$ cat src/rtl/ctrl_pkg.sv
// Shared control encodings for the multi-cycle RV32I core: states, opcodes, mux and ALU codes.
// The immediate extender decodes immsrc with the same IMM_* constants.
package ctrl_pkg;

  typedef enum logic [3:0] {
    S_FETCH, S_DECODE, S_MEMADR, S_MEMREAD, S_MEMWB, S_MEMWRITE, S_EXECUTER,
    S_EXECUTEI, S_ALUWB, S_BEQ, S_JAL, S_LUI, S_ILLEGAL
  } state_t;

  localparam logic [6:0] OP_LOAD   = 7'b0000011;
  localparam logic [6:0] OP_STORE  = 7'b0100011;
  localparam logic [6:0] OP_R      = 7'b0110011;
  localparam logic [6:0] OP_I      = 7'b0010011;
  localparam logic [6:0] OP_BRANCH = 7'b1100011;
  localparam logic [6:0] OP_JAL    = 7'b1101111;
  localparam logic [6:0] OP_LUI    = 7'b0110111;

  localparam logic [2:0] IMM_I = 3'b000;
  localparam logic [2:0] IMM_S = 3'b001;
  localparam logic [2:0] IMM_B = 3'b010;
  localparam logic [2:0] IMM_J = 3'b011;
  localparam logic [2:0] IMM_U = 3'b100;

  localparam logic [1:0] RES_ALUOUT    = 2'b00;
  localparam logic [1:0] RES_DATA      = 2'b01;
  localparam logic [1:0] RES_ALURESULT = 2'b10;
  localparam logic [1:0] RES_IMMEXT    = 2'b11;

  localparam logic [1:0] SRCA_PC    = 2'b00;
  localparam logic [1:0] SRCA_OLDPC = 2'b01;
  localparam logic [1:0] SRCA_RS1   = 2'b10;
  localparam logic [1:0] SRCB_RS2   = 2'b00;
  localparam logic [1:0] SRCB_IMM   = 2'b01;
  localparam logic [1:0] SRCB_FOUR  = 2'b10;

  localparam logic [1:0] ALUOP_ADD  = 2'b00;
  localparam logic [1:0] ALUOP_SUB  = 2'b01;
  localparam logic [1:0] ALUOP_FUNC = 2'b10;

  localparam logic [2:0] ALU_ADD = 3'b000;
  localparam logic [2:0] ALU_SUB = 3'b001;
  localparam logic [2:0] ALU_AND = 3'b010;
  localparam logic [2:0] ALU_OR  = 3'b011;
  localparam logic [2:0] ALU_SLT = 3'b101;

  typedef struct packed {
    logic       pcupdate;
    logic       branch;
    logic       adrsrc;
    logic       memwrite;
    logic       irwrite;
    logic       regwrite;
    logic [1:0] resultsrc;
    logic [1:0] alusrca;
    logic [1:0] alusrcb;
    logic [1:0] aluop;
  } ctrl_t;

  // Moore output table: every field not set for a state stays 0.
  function automatic ctrl_t state_ctrl(state_t s);
    ctrl_t c;
    c = '0;
    case (s)
      S_FETCH: begin
        c.irwrite = 1'b1;  c.alusrca = SRCA_PC;  c.alusrcb = SRCB_FOUR;
        c.resultsrc = RES_ALURESULT;  c.pcupdate = 1'b1;
      end
      S_DECODE:   begin c.alusrca = SRCA_OLDPC; c.alusrcb = SRCB_IMM; end
      S_MEMADR:   begin c.alusrca = SRCA_RS1;   c.alusrcb = SRCB_IMM; end
      S_MEMREAD:  c.adrsrc = 1'b1;
      S_MEMWB:    begin c.resultsrc = RES_DATA; c.regwrite = 1'b1; end
      S_MEMWRITE: begin c.adrsrc = 1'b1; c.memwrite = 1'b1; end
      S_EXECUTER: begin c.alusrca = SRCA_RS1; c.alusrcb = SRCB_RS2; c.aluop = ALUOP_FUNC; end
      S_EXECUTEI: begin c.alusrca = SRCA_RS1; c.alusrcb = SRCB_IMM; c.aluop = ALUOP_FUNC; end
      S_ALUWB:    c.regwrite = 1'b1;
      S_BEQ: begin
        c.alusrca = SRCA_RS1;  c.alusrcb = SRCB_RS2;  c.aluop = ALUOP_SUB;  c.branch = 1'b1;
      end
      S_JAL:      begin c.alusrca = SRCA_OLDPC; c.alusrcb = SRCB_FOUR; c.pcupdate = 1'b1; end
      S_LUI:      begin c.resultsrc = RES_IMMEXT; c.regwrite = 1'b1; end
      default:    c = '0;
    endcase
    return c;
  endfunction

  function automatic logic [2:0] imm_decode(logic [6:0] op);
    case (op)
      OP_STORE:  return IMM_S;
      OP_BRANCH: return IMM_B;
      OP_JAL:    return IMM_J;
      OP_LUI:    return IMM_U;
      default:   return IMM_I;
    endcase
  endfunction

endpackage

$ cat src/rtl/alu_decoder.sv
// Turns the FSM's coarse aluop into the ALU's alucontrol using funct3/funct7b5/op[5].
// Purely combinational; sub only for R-type (op[5]=1) with funct7b5 set.
module alu_decoder
  import ctrl_pkg::*;
(
  input  logic [1:0] aluop,
  input  logic [2:0] funct3,
  input  logic       funct7b5,
  input  logic       op5,
  output logic [2:0] alucontrol
);

  always_comb begin
    alucontrol = ALU_ADD;
    case (aluop)
      ALUOP_SUB: alucontrol = ALU_SUB;
      ALUOP_FUNC: begin
        case (funct3)
          3'b000:  alucontrol = (funct7b5 & op5) ? ALU_SUB : ALU_ADD;
          3'b010:  alucontrol = ALU_SLT;
          3'b110:  alucontrol = ALU_OR;
          3'b111:  alucontrol = ALU_AND;
          default: alucontrol = ALU_ADD;
        endcase
      end
      default: alucontrol = ALU_ADD;
    endcase
  end

endmodule

$ cat src/rtl/multicycle_controller.sv
// Multi-cycle RV32I control FSM with registered Moore outputs; write enables are gated low during reset.
// Optional macro CTRL_ILLEGAL_TRAP_EN: unknown opcodes trap into a sticky ILLEGAL state instead of acting as nops.
module multicycle_controller
  import ctrl_pkg::*;
#(
  parameter int STATE_W = 4
) (
  input  logic       clk,
  input  logic       reset,
  input  logic [6:0] op,
  input  logic [2:0] funct3,
  input  logic       funct7b5,
  input  logic       zero,
  output logic       pcwrite,
  output logic       adrsrc,
  output logic       memwrite,
  output logic       irwrite,
  output logic       regwrite,
  output logic [1:0] resultsrc,
  output logic [1:0] alusrca,
  output logic [1:0] alusrcb,
  output logic [2:0] alucontrol,
  output logic [2:0] immsrc,
  output logic       illegal
);

  if (STATE_W < $bits(state_t)) begin : g_state_w_chk
    $error("STATE_W too small to hold all controller states");
  end

  state_t state_q, state_d;
  ctrl_t  ctrl_q;

  always_comb begin
    state_d = S_FETCH;
    case (state_q)
      S_FETCH: state_d = S_DECODE;
      S_DECODE: begin
        case (op)
          OP_LOAD, OP_STORE: state_d = S_MEMADR;
          OP_R:              state_d = S_EXECUTER;
          OP_I:              state_d = S_EXECUTEI;
          OP_BRANCH:         state_d = S_BEQ;
          OP_JAL:            state_d = S_JAL;
          OP_LUI:            state_d = S_LUI;
`ifdef CTRL_ILLEGAL_TRAP_EN
          default:           state_d = S_ILLEGAL;
`else
          default:           state_d = S_FETCH;
`endif
        endcase
      end
      S_MEMADR:               state_d = op[5] ? S_MEMWRITE : S_MEMREAD;
      S_MEMREAD:              state_d = S_MEMWB;
      S_EXECUTER, S_EXECUTEI: state_d = S_ALUWB;
      S_JAL:                  state_d = S_ALUWB;
`ifdef CTRL_ILLEGAL_TRAP_EN
      S_ILLEGAL:              state_d = S_ILLEGAL;
`endif
      default:                state_d = S_FETCH;
    endcase
  end

  // Outputs are registered from the next state so they line up with state_q.
`ifdef CTRL_ILLEGAL_TRAP_EN
  logic illegal_q;

  always_ff @(posedge clk) begin
    if (reset) begin
      state_q   <= S_FETCH;
      ctrl_q    <= state_ctrl(S_FETCH);
      illegal_q <= 1'b0;
    end else begin
      state_q   <= state_d;
      ctrl_q    <= state_ctrl(state_d);
      illegal_q <= illegal_q | (state_d == S_ILLEGAL);
    end
  end

  assign illegal = illegal_q & ~reset;
`else
  always_ff @(posedge clk) begin
    if (reset) begin
      state_q <= S_FETCH;
      ctrl_q  <= state_ctrl(S_FETCH);
    end else begin
      state_q <= state_d;
      ctrl_q  <= state_ctrl(state_d);
    end
  end

  assign illegal = 1'b0;
`endif

  assign pcwrite   = ~reset & (ctrl_q.pcupdate | (ctrl_q.branch & zero));
  assign memwrite  = ~reset & ctrl_q.memwrite;
  assign irwrite   = ~reset & ctrl_q.irwrite;
  assign regwrite  = ~reset & ctrl_q.regwrite;
  assign adrsrc    = ctrl_q.adrsrc;
  assign resultsrc = ctrl_q.resultsrc;
  assign alusrca   = ctrl_q.alusrca;
  assign alusrcb   = ctrl_q.alusrcb;
  assign immsrc    = imm_decode(op);

  alu_decoder u_alu_decoder (
    .aluop      (ctrl_q.aluop),
    .funct3     (funct3),
    .funct7b5   (funct7b5),
    .op5        (op[5]),
    .alucontrol (alucontrol)
  );

endmodule

$ cat config.mk
export PLATFORM = sky130hd
export DESIGN_NAME = multicycle_controller
export DESIGN_NICKNAME = d
export VERILOG_FILES = /design/src/rtl/ctrl_pkg.sv /design/src/rtl/alu_decoder.sv /design/src/rtl/multicycle_controller.sv
export SDC_FILE = /design/constraint.sdc
export NUM_CORES = 1
export LEC_CHECK = 0
export BUFFER_PORTS_ARGS = -buffer_cell sky130_fd_sc_hd__clkbuf_2
export CAP_MARGIN = 10
export CELL_PAD_IN_SITES_DETAIL_PLACEMENT = 1
export CELL_PAD_IN_SITES_GLOBAL_PLACEMENT = 1
export CORE_ASPECT_RATIO = 2
export CORE_UTILIZATION = 32
export DETAILED_ROUTE_END_ITERATION = 10
export GPL_TIMING_DRIVEN = 0
export PLACE_DENSITY_LB_ADDON = 0.1
export REMOVE_ABC_BUFFERS = 1
export SYNTH_ARGS = -nofsm -noshare
export SYNTH_HDL_FRONTEND = slang
export SYNTH_SLANG_ARGS = --single-unit
$ cat constraint.sdc
create_clock -name clk -period 2.3 [get_ports clk]
set_input_delay 0.69 -clock clk [delete_from_list [all_inputs] [get_ports clk]]
set_output_delay 0.69 -clock clk [all_outputs]
set_load 0.005 [all_outputs]
==> key figures, run 1 <==
CTS
  – Clock Sinks: 18
  – Post-CTS Setup Repair Bufs: 0
  – CTS root buf: clkbuf_8
  – TritonCTS clock tree: done
  – Clock tree buffer depth: 2
  – Total CTS buffers: 3
  – Reg clk slew, reported paths: 0.07 ns
  – CTS H-tree lvls: 1
  – Cts hold-fix bufs: 0
  – Clock Latency Late Sink: 0.26 ns

Critical path
  – Reg2reg path depth: 5
  – R2r setup slk: roughly 0.32 ns
  – Arrival time worst endpoint: 1.53 ns
  – Crit path cell chain: clkbuf_8, or3_4, a211oi_2, buf_2
  – Slowest CP cell: or3_4
  – Worst stage delay on the critical path: about 0.38 ns
  – Reg2reg start: state_q[1]$_SDFF_PP0_
  – CP max FO: 11
  – CP Capture Type: output pin
  – WS Path Type: primary input to output pin
  – Worst path required time: 1.61 ns
  – RR Endpoint: ctrl_q[13]$_SDFF_PP1_
  – CP startpoint kind: primary input

Final layout
  – Nets: 163
  – Post-route cell area: roughly 0.0012 mm²
  – Synthesis-to-layout area growth: 18.7%
  – Final core occ: 39.5%
  – Diodes inserted: 0
  – Finished Layout Cells: about 180
  – Fraction of layout cells with a size suffix above 1: about a third

Drt
  – Residual DRC: 0
  – DRT antenna net count: 0
  – DR vias: 961
  – DRT Pass-1 Iters: 5
  – Mean routed wirelength per cell: 15.0 µm
  – Initial drt markers: 28
  – Final WL: 2.66 mm
  – Vias per cell: between 5 and 6

Place
  – Hpwl dp: 2.05 mm
  – RD Place Congestion: 0.754
  – Dpl cells: 173
  – DP Worst Slack: -0.327 ns
  – Placed inst area: 0.00115 mm²
  – IO Port Bufs: 30

STA
  – Setup ws final: approximately 0.084 ns
  – Final worst path period share: 96.4%
  – Fin. max-slew vios: 0
  – Setup-violating endpoint count in the final report: 0
  – Post-layout min period: 2.22 ns
  – Min Hold Slack: between 0.6 and 0.7 ns
  – Final Skew: 0.00544 ns
  – Rel. slew slack: 53.5%
  – Worst-Margin Slew: 0.690 ns
  – Fmax: between 400 and 500 MHz
  – RSZ-0062 raised after global routing: no
  – Hold Violations, Final: 0

Status
  – Status: completed

Yosys
  – Number of distinct library cells after synthesis: 42
  – Asr flop ratio synth: 0%
  – Cell Area, Synth: 0.00105 mm²
  – Yosys reg bits: 18
  – Gate Count Post-Synth: ~130
  – Post-synthesis sequential area ratio: 34.3%
  – Number of synthesized flops with an enable pin: 0
  – Synth Warn #: 0
  – Synth Flop Type: dfxtp_1
  – Post-Syn Area per Cell: 8.33 µm²

Global route
  – Initial antenna violation count: 0
  – Global-route wire length before repair: 4.53 mm
  – Largest net degree at the start of global routing: 18
  – Vias in the first global route: 965
  – Gr ovfl total: 0
  – Total track usage: between 10% and 20%

Pwr
  – Internal power: 0.000517 W
  – Combinational power share: 13.9%
  – Clock power frac: a little under two fifths
  – Sw Ratio: 25.0%
  – LEAKAGE: 0.510 nW
  – Reg power frac: between 40% and 50%
  – P_sw: 0.000173 W
  – VDD IR max: approximately 0.53 mV
  – Power per standard cell area: 554 mW/mm²

Floorplan
  – Die Y-Extent: about 83 µm
  – Core Area: 0.00316 mm²
  – Num ports: 32
  – DIE WIDTH: 42.5 µm
  – Starting Density: 33.3%
  – Die area: 0.00353 mm²
  – Site Rows: 29

Hold path
  – Hold depth: 2
  – Min-delay src: state_q[1]$_SDFF_PP0_
  – Worst Hold Path EP: ctrl_q[8]$_SDFF_PP0_
  – Hold/Removal Path Class: flop to flop

Run
  – Max Cap Viol: 0
-- power by group through the flow --
stage	registers [W]	logic [W]	clock network, W
6_report	0.000330	0.0000962	0.000264
3_5_place_dp	0.000337	0.0000909	0
5_1_grt	0.000331	0.000108	0.000283
3_3_place_gp	0.000336	0.0000880	0
2_1_floorplan	0.000336	0.0000462	0
4_1_cts	0.000330	0.0000954	0.000272
-- cell usage after synthesis (2+ instances only) --
cell type	number	area (µm²)
xor2_1	2	17.5
nor2_1	15	56.3
nand2b_1	2	12.5
nor3_1	7	35.0
o31a_1	2	17.5
buf_2	2	10.0
inv_1	4	15.0
nand3b_1	4	30.0
o21ai_0	2	10.0
a21oi_1	7	35.0
clkbuf_1	3	11.3
nor2b_1	5	31.3
o31ai_1	2	15.0
nand2_1	7	26.3
nand3_1	3	15.0
and2_1	3	18.8
nor4_1	3	18.8
ha_1	2	25.0
a31oi_1	4	25.0
dfxtp_1	18	360
buf_4	8	60.1
-- worst max-delay path, delay by kind of cell --
kind                   cells  cell delay (ns)
and+or+nand+nor            1             0.38
buffers and inverters      2             0.28
AOI/OAI and AO/OA          1             0.17
-- cell type report --
cell class | instances | area (µm²)
inverters | 4 | 15.0
flip-flops and latches | 18 | 360
repair buffers | 30 | 161
fillers | 394 | 1910
well taps | 31 | 38.8
clock buffers | 4 | 55.1
multi-input cells | 90 | 616
-- flip-flops by register name (all words and copies together) (netlist names) --
register   flops
adrsrc         1
alusrca        2
alusrcb        2
ctrl_q         7
resultsrc      2
state_q        4
-- cell usage in the layout (no fill, tap or decap), types with 5 or more instances in the layout --
| cell | count |
|---|---|
| nor3_1 | 7 |
| clkbuf_2 | 27 |
| nor2b_1 | 5 |
| clkbuf_8 | 5 |
| nor2_1 | 14 |
| nand2_1 | 7 |
| dfxtp_1 | 18 |
| a21oi_1 | 7 |
-- worst max path at each step --
stage           from                 endpoint  slack (ns)  cells past startpoint
3_5_place_dp   op[3]  resultsrc[1]$_SDFF_PP1_       -0.33                      7
3_3_place_gp   op[3]  resultsrc[1]$_SDFF_PP1_       -0.30                      7
4_1_cts        op[5]  resultsrc[1]$_SDFF_PP1_        0.02                      7
6_report       op[3]                immsrc[0]        0.08                      4
2_1_floorplan  op[3]  resultsrc[1]$_SDFF_PP1_        0.19                      6
5_1_grt        op[3]                immsrc[0]        0.01                      4
-- cell families (layout without fill, tap and decap cells) --
family | after synthesis | after routing | synth area share, %
AND/OR/NAND/NOR | 60 | 60 | 32.8
flip-flops | 18 | 18 | 34.3
buffers and inverters | 18 | 38 | 10.2
other | 1 | 1 | 0.357
XOR/XNOR | 2 | 2 | 1.67
AO/OA/AOI/OAI | 25 | 25 | 18.2
adder cells (fa/ha/maj) | 2 | 2 | 2.38
-- layer usage --
layer  global-route usage, %  share of wire [%]  vias to the layer above
li1                        -                  -                      475
met1                    16.9                 36                      456
met3                    1.74                3.7                        5
met2                    31.6                 58                       25
met5                       0                  0                        -
met4                    7.67                2.1                        0
-- timing repair --
| item | in CTS | in global routing |
|---|---|---|
| gates resized for setup | 6 | 6 |
| endpoints found under the setup margin | 4 | 9 |
| pin swaps | 0 | 1 |
-- metrics by stage --
step / power (W) / TNS [ns]
floorplan: 0.000382 / 0
global placement: 0.000424 / -1.60
detailed placement: 0.000428 / -2.00
CTS: 0.000697 / 0
global route: 0.000722 / 0
finish: 0.000690 / 0
Power figures use the tool's default switching activity.
==> run 2: changes to the inputs <==
--- a/config.mk
+++ b/config.mk
@@ -5,12 +5,13 @@
 export SDC_FILE = /design/constraint.sdc
 export NUM_CORES = 1
 export LEC_CHECK = 0
+export ABC_AREA = 1
 export BUFFER_PORTS_ARGS = -buffer_cell sky130_fd_sc_hd__clkbuf_2
 export CAP_MARGIN = 10
 export CELL_PAD_IN_SITES_DETAIL_PLACEMENT = 1
 export CELL_PAD_IN_SITES_GLOBAL_PLACEMENT = 1
 export CORE_ASPECT_RATIO = 2
-export CORE_UTILIZATION = 32
+export CORE_UTILIZATION = 31
 export DETAILED_ROUTE_END_ITERATION = 10
 export GPL_TIMING_DRIVEN = 0
 export PLACE_DENSITY_LB_ADDON = 0.1
==> key figures, run 2 <==
STA
  – Post-layout min period: 2.16 ns
  – Final Skew: about 0.0014 ns
  – Setup TNS: 0 ns
  – Fmax: ~460 MHz
  – Min Hold Slack: just over 0.6 ns
  – Setup-violating endpoint count in the final report: 0
  – Final worst path period share: a little over nine tenths
  – Hold Violations, Final: 0
  – Fin. max-slew vios: 0
  – RSZ-0062 raised after global routing: no

Drt
  – Mean routed wirelength per cell: approximately 12 µm
  – DRT antenna net count: 0
  – Vias per cell: slightly below 5
  – Initial drt markers: 6
  – DR vias: between 900 and 1k
  – Residual DRC: 0
  – Final WL: between 2 and 2.5 mm
  – DRT Pass-1 Iters: 2

Pwr
  – Combinational power share: 11.9%
  – Sw Ratio: about a quarter
  – Reg power frac: about half
  – VDD IR max: 0.205 mV
  – Clock power frac: 39.3%
  – LEAKAGE: 0.608 nW
  – Power per standard cell area: 562 mW/mm²
  – Internal power: slightly above 0.0005 W
  – P_sw: 0.000164 W

Global route
  – Total track usage: 15.1%
  – Vias in the first global route: 960
  – Initial antenna violation count: 0
  – Gr ovfl total: 0
  – Global-route wire length before repair: about 4 mm
  – Largest net degree at the start of global routing: 19

Final layout
  – Biggest regs: ctrl_q: 7 flops, state_q: 4 flops
  – Nets: 186
  – Most frequent cells in the layout: clkbuf_2, nor2_1, nand2_1, dfxtp_1, inv_1
  – Biggest register: ctrl_q
  – Area of the multi-input gates: between 500 and 600 µm²
  – Max reg flops: 7
  – Synthesis-to-layout area growth: 18.4%
  – Filler Cells Inserted: 424
  – Diodes inserted: 0
  – Fraction of layout cells with a size suffix above 1: between 30% and 40%
  – Commonest non-fill, non-tap cell in the layout: clkbuf_2
  – Sequential cell area: 360 µm²

Critical path
  – Arrival time worst endpoint: around 1.5 ns
  – Reg2reg start: state_q[1]$_SDFF_PP0_
  – Crit path cell chain: clkbuf_2, nand2_1, nor2_2, nand2_1, o21ai_0, clkbuf_2
  – CP max FO: 4
  – WS Path Type: primary input to output pin
  – Crit path to: immsrc[0]
  – Reg2reg path depth: 9
  – RR Endpoint: alusrca[1]$_SDFF_PP0_
  – CP startpoint kind: primary input
  – CP bufs+invs: 2
  – Worst setup path startpoint: op[0]
  – Slowest CP cell: nor2_2
  – R2r setup slk: about 0.79 ns
  – Worst stage delay on the critical path: 0.21 ns
  – Worst path required time: 1.61 ns
  – CP Capture Type: output pin
  – Cell family with most CP delay: simple AND/OR/NAND/NOR gates
  – WP depth: 6

CTS
  – Post-CTS sizing: 0
  – Reg clk slew, reported paths: 0.07 ns
  – Clock Latency Late Sink: 0.26 ns
  – CTS root buf: clkbuf_8
  – Post-CTS Setup Repair Bufs: 0
  – TritonCTS clock tree: done
  – Total CTS buffers: 3
  – Clock tree buffer depth: 2
  – Cts hold-fix bufs: 0
  – Clock Sinks: 18
  – CTS H-tree lvls: 1

Hold path
  – Hold/Removal Path Class: flop to flop

Yosys
  – Synth area leaders: dfxtp_1, nor2_1, nand2_1
  – Synth area leader: dfxtp_1
  – Yosys top cell area share: between 30% and 40%
  – Post-synthesis sequential area ratio: 35.9%
  – Yosys reg bits: 18
  – Asr flop ratio synth: 0%
  – Count leader, synth: nor2_1
  – Synth Flop Type: dfxtp_1
  – Number of synthesized flops with an enable pin: 0
  – Synth Warn #: 0
  – Post-synth top cells: nor2_1, nand2_1, dfxtp_1, inv_1, nand3_1
  – Gate Count Post-Synth: ~140
  – Post-Syn Area per Cell: 6.98 µm²
  – Number of distinct library cells after synthesis: 23
  – Cell Area, Synth: around 0.001 mm²

Floorplan
  – Die area: 0.00349 mm²
  – Die Y-Extent: 82.5 µm
  – DIE WIDTH: 42.3 µm
  – Num ports: 32
  – Starting Density: 33.3%
  – Core Area: around 0.0030 mm²
  – Site Rows: 28

Status
  – Status: completed

Place
  – RD Place Congestion: 0.795
  – Hpwl dp: 1.99 mm
  – IO Port Bufs: 30

Run
  – Max Cap Viol: 0
[run 2: cells by family (layout without fill, tap and decap cells)]
kind of cell,after synthesis,in the layout,share of synthesized area [%]
other,1,1,0.373
AOI/OAI and AO/OA,11,11,5.98
DFF,18,18,35.9
adders and majority gates,2,2,2.49
buffers and inverters,30,55,13.8
and+or+nand+nor,82,82,41.5
[run 2: metal layers]
metal	vias to the layer above	routed length, µm	track usage, %
met5	-	0	0
met4	0	52	9.38
met3	4	65	1.30
met2	20	1430	30.8
met1	456	823	13.5
li1	490	-	-
[run 2: final cells by class]
type                    count  area share, %
clock buffers               4           4.63
multi-input cells          96           42.7
repair buffers             30           12.6
well taps                  30           3.15
inverters                  21           6.62
flip-flops and latches     18           30.3
[run 2: power groups by stage]
stage / sequential, W / clock [W] / combinational, W
floorplan: 0.000334 / 0 / 0.0000421
global placement: 0.000334 / 0 / 0.0000775
detailed placement: 0.000334 / 0 / 0.0000807
CTS: 0.000327 / 0.000268 / 0.0000810
global route: 0.000327 / 0.000277 / 0.0000904
finish: 0.000327 / 0.000263 / 0.0000796
[run 2: worst min path at each step]
stage,from,to,slack [ns],cells after the start
4_1_cts,state_q[0]$_SDFF_PP0_,state_q[0]$_SDFF_PP0_,0.62,3
3_5_place_dp,state_q[0]$_SDFF_PP0_,state_q[0]$_SDFF_PP0_,0.60,3
5_1_grt,state_q[0]$_SDFF_PP0_,state_q[0]$_SDFF_PP0_,0.66,3
3_3_place_gp,state_q[0]$_SDFF_PP0_,state_q[0]$_SDFF_PP0_,0.59,3
6_report,state_q[0]$_SDFF_PP0_,state_q[0]$_SDFF_PP0_,0.62,3
2_1_floorplan,state_q[0]$_SDFF_PP0_,state_q[0]$_SDFF_PP0_,0.55,3
[run 2: through the flow]
stage | utilization [%] | instances | worst slack, ns | total power, W | area (µm²)
3_5_place_dp | 37.6 | 195 | 0.0448 | 0.000414 | 1130
6_report | 39.5 | 199 | 0.138 | 0.000669 | 1190
2_1_floorplan | - | 135 | 0.349 | 0.000376 | 945
4_1_cts | 39.4 | 199 | 0.0377 | 0.000676 | 1190
3_3_place_gp | 37.6 | 195 | 0.0705 | 0.000411 | 1130
5_1_grt | 39.5 | 199 | 0.0515 | 0.000694 | 1190
[run 2: worst min-delay path, stage by stage, from the launching register on]
cell and delay [ns]:
dfxtp_1 0.34, nand2_1 0.09, nand2_2 0.08, nor2_1 0.08
